===== src/rtl/sha_round_sequencer.sv =====
// Iterative SHA-256 compression: one sha_round per cycle over a 16-word schedule window,
// chaining value added back at the end. Optional abort input under `SHA_ABORT_EN.
module sha_round_sequencer #(
  parameter int ROUNDS = 64,
  parameter int CNT_W  = 7
) (
  input  logic         clk,
  input  logic         rst_n,
  input  logic         in_valid,
  output logic         in_ready,
  input  logic [255:0] chain_i,
  input  logic [511:0] block_i,
  output logic         busy,
  output logic         out_valid,
  input  logic         out_ready,
  output logic [255:0] digest_o
`ifdef SHA_ABORT_EN
  ,
  input  logic         abort_i
`endif
);

  typedef enum logic [1:0] {S_IDLE, S_RUN, S_FINAL, S_DONE} state_t;

  localparam logic [CNT_W-1:0] LAST_T = CNT_W'(ROUNDS - 1);

  localparam logic [0:63][31:0] K_ROM = {
    32'h428a2f98, 32'h71374491, 32'hb5c0fbcf, 32'he9b5dba5,
    32'h3956c25b, 32'h59f111f1, 32'h923f82a4, 32'hab1c5ed5,
    32'hd807aa98, 32'h12835b01, 32'h243185be, 32'h550c7dc3,
    32'h72be5d74, 32'h80deb1fe, 32'h9bdc06a7, 32'hc19bf174,
    32'he49b69c1, 32'hefbe4786, 32'h0fc19dc6, 32'h240ca1cc,
    32'h2de92c6f, 32'h4a7484aa, 32'h5cb0a9dc, 32'h76f988da,
    32'h983e5152, 32'ha831c66d, 32'hb00327c8, 32'hbf597fc7,
    32'hc6e00bf3, 32'hd5a79147, 32'h06ca6351, 32'h14292967,
    32'h27b70a85, 32'h2e1b2138, 32'h4d2c6dfc, 32'h53380d13,
    32'h650a7354, 32'h766a0abb, 32'h81c2c92e, 32'h92722c85,
    32'ha2bfe8a1, 32'ha81a664b, 32'hc24b8b70, 32'hc76c51a3,
    32'hd192e819, 32'hd6990624, 32'hf40e3585, 32'h106aa070,
    32'h19a4c116, 32'h1e376c08, 32'h2748774c, 32'h34b0bcb5,
    32'h391c0cb3, 32'h4ed8aa4a, 32'h5b9cca4f, 32'h682e6ff3,
    32'h748f82ee, 32'h78a5636f, 32'h84c87814, 32'h8cc70208,
    32'h90befffa, 32'ha4506ceb, 32'hbef9a3f7, 32'hc67178f2
  };

  function automatic logic [31:0] rotr(input logic [31:0] x, input int n);
    return (x >> n) | (x << (32 - n));
  endfunction

  state_t            r_state;
  state_t            w_state_nx;
  logic [CNT_W-1:0]  r_t;
  logic [31:0]       r_chain [8];
  logic [31:0]       r_work  [8];
  logic [31:0]       r_w     [16];
  logic [255:0]      r_digest;
  logic              w_abort;
  logic              w_accept;

`ifdef SHA_ABORT_EN
  assign w_abort = abort_i;
`else
  assign w_abort = 1'b0;
`endif

  assign w_accept = (r_state == S_IDLE) && in_valid;
  assign digest_o = r_digest;

  // Round datapath: r_work[0..7] = a..h, r_w[0] is W_t.
  logic [31:0] w_k, w_bs0, w_bs1, w_ch, w_maj, w_t1, w_t2, w_s0, w_s1, w_w_new;

  assign w_k     = K_ROM[r_t[5:0]];
  assign w_bs1   = rotr(r_work[4], 6) ^ rotr(r_work[4], 11) ^ rotr(r_work[4], 25);
  assign w_bs0   = rotr(r_work[0], 2) ^ rotr(r_work[0], 13) ^ rotr(r_work[0], 22);
  assign w_ch    = (r_work[4] & r_work[5]) ^ (~r_work[4] & r_work[6]);
  assign w_maj   = (r_work[0] & r_work[1]) ^ (r_work[0] & r_work[2]) ^ (r_work[1] & r_work[2]);
  assign w_t1    = r_work[7] + w_bs1 + w_ch + w_k + r_w[0];
  assign w_t2    = w_bs0 + w_maj;
  assign w_s0    = rotr(r_w[1], 7) ^ rotr(r_w[1], 18) ^ (r_w[1] >> 3);
  assign w_s1    = rotr(r_w[14], 17) ^ rotr(r_w[14], 19) ^ (r_w[14] >> 10);
  assign w_w_new = w_s1 + r_w[9] + w_s0 + r_w[0];

  // State register
  // NOTE: sequential state uses non-blocking assignments so every flop samples pre-edge values.
  always_ff @(posedge clk or negedge rst_n) begin
    if (!rst_n) r_state <= S_IDLE;
    else        r_state <= w_state_nx;
  end

  // Next-state logic
  // NOTE: the default assignment up front keeps this combinational block from inferring latches.
  always_comb begin
    w_state_nx = r_state;
    unique case (r_state)
      S_IDLE:  if (in_valid) w_state_nx = S_RUN;
      S_RUN: begin
        if (w_abort)          w_state_nx = S_IDLE;
        else if (r_t == LAST_T) w_state_nx = S_FINAL;
      end
      S_FINAL: w_state_nx = w_abort ? S_IDLE : S_DONE;
      S_DONE:  if (out_ready || w_abort) w_state_nx = S_IDLE;
      default: w_state_nx = S_IDLE;
    endcase
  end

  // Output logic
  always_comb begin
    in_ready  = (r_state == S_IDLE);
    busy      = (r_state != S_IDLE);
    out_valid = (r_state == S_DONE);
  end

  // Datapath
  // NOTE: the schedule window and working registers are reset to zero so a reset mid-block
  // leaves no residue of the discarded message in the design.
  always_ff @(posedge clk or negedge rst_n) begin
    if (!rst_n) begin
      r_t      <= '0;
      r_digest <= '0;
      for (int i = 0; i < 8; i++) begin
        r_chain[i] <= '0;
        r_work[i]  <= '0;
      end
      for (int i = 0; i < 16; i++) r_w[i] <= '0;
    end else begin
      unique case (r_state)
        S_IDLE: begin
          if (w_accept) begin
            r_t <= '0;
            for (int i = 0; i < 8; i++) begin
              r_chain[i] <= chain_i[255 - 32*i -: 32];
              r_work[i]  <= chain_i[255 - 32*i -: 32];
            end
            for (int i = 0; i < 16; i++) r_w[i] <= block_i[511 - 32*i -: 32];
          end
        end
        S_RUN: begin
          r_t       <= r_t + 1'b1;
          r_work[0] <= w_t1 + w_t2;
          r_work[1] <= r_work[0];
          r_work[2] <= r_work[1];
          r_work[3] <= r_work[2];
          r_work[4] <= r_work[3] + w_t1;
          r_work[5] <= r_work[4];
          r_work[6] <= r_work[5];
          r_work[7] <= r_work[6];
          for (int i = 0; i < 15; i++) r_w[i] <= r_w[i+1];
          r_w[15]   <= w_w_new;
        end
        S_FINAL: begin
          // An aborted block must never reach the digest register.
          if (!w_abort) begin
            for (int i = 0; i < 8; i++)
              r_digest[255 - 32*i -: 32] <= r_chain[i] + r_work[i];
          end
        end
        default: ;
      endcase
    end
  end

endmodule


===== config.mk =====
export PLATFORM = sky130hd
export DESIGN_NAME = sha_round_sequencer
export DESIGN_NICKNAME = d
export VERILOG_FILES = /design/src/rtl/sha_round_sequencer.sv
export SDC_FILE = /design/constraint.sdc
export NUM_CORES = 2
export LEC_CHECK = 0
export BUFFER_PORTS_ARGS = -buffer_cell sky130_fd_sc_hd__buf_2
export CAP_MARGIN = 20
export CORE_MARGIN = 1.5
export CORE_UTILIZATION = 47
export CTS_BUF_LIST = sky130_fd_sc_hd__clkbuf_4
export DETAILED_ROUTE_END_ITERATION = 8
export PLACE_DENSITY_LB_ADDON = 0.2
export SLEW_MARGIN = 25
export SYNTH_ARGS = -nofsm -noshare
export SYNTH_HDL_FRONTEND = slang
export SYNTH_SLANG_ARGS = --single-unit

===== constraint.sdc =====
create_clock -name clk -period 22 [get_ports clk]
set_clock_uncertainty 0.1 [all_clocks]
set_input_delay 2.2 -clock clk [delete_from_list [all_inputs] [get_ports clk]]
set_output_delay 2.2 -clock clk [all_outputs]
set_load 0.03 [all_outputs]

==> metrics.md <==
| Metric | Value |
|---|---|
| Area growth, synth to finish | `14.1%` |
| Final Setup Violations | `0` |
| Status | `finished, final reports clean` |
| DR WL/cell | `27.5 um` |
| Final WS setup | `11.38 ns` |
| Most used flip-flop cell after synthesis | `dfrtp_1` |
| Kind of cell adding the most delay to the critical path | `adder cells` |
| Vias/cell | `5.80` |
| Initial DRC Count | `5549` |
| Post-route DRC | `0` |
| Worst path slowest cell | `ha_1` |
| WS Path Type | `reg2reg` |
| Startpoint type of the worst setup path | `flop` |
| Flops & latches, synth | `1289` |
| Final hold vios | `0` |
| Synth unique cells | `88` |
| DP Worst Slack | `11.65 ns` |
| CTS root buf | `clkbuf_4` |
| EDFF count, synth | `0` |
| Vias | `69663` |
| Synthesized area per cell | `9.79 sq um` |
| Post-DP Area | `89200 sq um` |
| WP data required | `23.08 ns` |
| Post-CTS setup-driven buffer insertion count | `0` |
| Io pins | `1031` |
| Die Y | `421 um` |
| CTS H-tree depth | `5` |
| Fin crit share | `0.483` |
| CTS tree | `built` |
| Cell area after layout | `93900 sq um` |
| Fin Setup TNS | `0 ns` |
| Kind of end point of the critical path | `flop` |
| First-pass GRT wire length | `472000 um` |
| Clock sinks | `1289` |
| Die W | `421 um` |
| Grt total ovfl | `0` |
| Mapped Area | `82200 sq um` |
| Initial core utilization | `0.473` |
| Cts hold-fix bufs | `0` |
| Crit-path max FO | `17` |
| Share of cells above drive strength 1 | `0.227` |
| Reg2Reg Depth | `35` |
| Worst Path Buf+Inv | `3` |
| Port Buf Inserts | `1030` |
| Slew HR | `0.228` |
| Multi-input gate area | `46700 sq um` |
| Pins Over Slew Limit | `0` |
| Peak per-stage delay on the critical path | `1.03 ns` |
| Peak Freq | `94.1 MHz` |
| Antenna Nets Post-Route | `0` |
| CTS buffer count | `375` |
| Post-synthesis sequential area ratio | `0.392` |
| Max cap viols | `0` |
| Fillers | `16142` |
| Clk_lat worst skew | `1.45 ns` |
| Synthesized net count | `9764` |
| Nets | `10747` |
| Synthesis warning total | `0` |
| Clock-pin slew on the worst setup and hold paths | `0.06 ns` |
| Initial antenna violation count | `108` |
| Drt pass-1 iters | `8` |
| DRT Wirelength | `330000 um` |
| Max clock buf depth | `4` |
| Vias in the first global route | `68571` |
| Post-Syn Instances | `8400` |
| DP HPWL | `259000 um` |
| GP Congestion | `0.971` |
| Die area | `178000 sq um` |
| Class of the worst hold path | `reg2reg` |
| Core box area | `174000 sq um` |
| GRT Total Usage | `0.363` |
| RSZ-0062 raised after global routing | `no` |
| Crit path DAT | `11.70 ns` |
| Row Count | `153` |
| # resized after CTS | `0` |
| Largest net degree at the start of global routing | `297` |
| FF+latch area | `32300 sq um` |
| Crit path top cell by count | `fa_1` |
| Stages on worst setup path | `35` |
| Async S/R FF share, synth | `1.00` |
| Min Tclk post-route | `10.62 ns` |
| Slew at the pin with the worst max-slew slack | `1.16 ns` |
| Cells on Worst Hold Path | `2` |
==> synth_stat cells (22+ instances only) <==
cell	number	area, sq um
a211oi_1	58	435
a21o_1	172	1290
a21oi_1	405	2030
a31oi_1	57	357
and2_1	22	138
and3_1	52	325
buf_1	58	218
clkbuf_1	453	1700
dfrtp_1	1289	32300
fa_1	195	3900
ha_1	397	4970
inv_1	373	1400
maj3_1	22	220
mux2_2	439	4940
mux2i_1	738	7390
nand2_1	1024	3840
nand2b_1	37	231
nand3_1	69	345
nand4_1	32	200
nor2_1	289	1080
nor2b_1	47	294
nor3_1	87	435
o211ai_1	31	233
o21a_1	81	608
o21ai_0	998	4990
o21bai_1	34	255
o31ai_1	42	315
or3_1	31	194
xnor2_1	370	3240
xor2_1	184	1610
==> worst reg2reg max path, delay by kind of cell, from the launching register on <==
family	cells	cell delay, ns
AO/OA/AOI/OAI	15	2.88
multiplexers	1	0.56
flip-flops	1	0.36
adder cells (fa/ha/maj)	8	3.91
buffers and inverters	3	0.66
AND/OR/NAND/NOR	6	1.48
XOR/XNOR	2	0.49
==> area by class of cell <==
| cell class | instances | area share |
|---|---|---|
| Inverter | 375 | 0.0150 |
| Timing Repair Buffer | 1117 | 0.0635 |
| Sequential cell | 1289 | 0.344 |
| Clock buffer | 548 | 0.0438 |
| Clock inverter | 72 | 0.00361 |
| Antenna cell | 62 | 0.00165 |
| Tap cell | 2325 | 0.0310 |
| Multi-Input combinational cell | 6225 | 0.498 |
==> stage by stage <==
step / util / hold slack, ns / std cells
2_1_floorplan: - / 0.350 / 8400
3_3_place_gp: 0.513 / 0.360 / 11329
3_5_place_dp: 0.513 / 0.370 / 11329
4_1_cts: 0.539 / 0.382 / 11949
5_1_grt: 0.540 / 0.391 / 12004
6_report: 0.540 / 0.377 / 12013
==> layout by cell type, fill, tap and decap left out, drive strengths merged, types with 14 or more instances in the layout <==
master  instances
nor2b          47
nor3           87
dfrtp        1289
maj3           22
o311ai         19
a21boi         14
a31oi          57
o21bai         34
or3            31
nand4          32
o21ai        1009
xor2          184
buf          1117
ha            397
clkbuf        548
clkinv         68
o22ai          14
nor2          289
and3           52
nand2b         37
mux2i         738
mux2          439
o21a           81
o31ai          42
diode          62
a211oi         59
and2           23
a221oi         17
fa            195
a21o          173
or2            16
nand2        1024
a211o          15
inv           375
a21oi         407
o211ai         31
xnor2         370
nand3          69
==> registers in the layout (all words and copies together), names as in the netlist <==
signal,count
r_w,512
digest_o,256
r_chain,256
r_work,256
r_t,7
r_state,2
==> worst paths after layout <==
path,start,end,slack [ns]
max in group asynchronous,rst_n,r_w[364],16.62
hold reg to reg,r_w[100],r_w[100],0.38
hold / removal,r_w[100],r_w[100],0.38
min in group asynchronous,rst_n,r_chain[138],0.73
setup reg to reg,r_t[0],r_work[254],11.38
setup / recovery,r_t[0],r_work[254],11.38
==> layer usage <==
metal / part of all wire / track usage / up-vias
li1: - / - / 31672
met1: 0.40 / 0.455 / 34269
met2: 0.47 / 0.577 / 2837
met3: 0.067 / 0.0734 / 817
met4: 0.064 / 0.221 / 68
met5: 0.0013 / 0 / -
==> logic make-up (layout without fill, tap and decap cells) <==
group / count (synthesis) / after routing / synth area share
buffers and inverters: 886 / 2112 / 0.0404
AOI/OAI and AO/OA: 2114 / 2114 / 0.153
DFF: 1289 / 1289 / 0.392
and+or+nand+nor: 1758 / 1758 / 0.0924
adders and majority gates: 614 / 614 / 0.111
other: 0 / 62 / 0
xor gates and xnor gates: 556 / 556 / 0.0595
muxes: 1183 / 1183 / 0.152
Power is left out: the tool's default activity adds up to more than one toggle a clock period on the data nets, which glitch-free logic cannot reach.
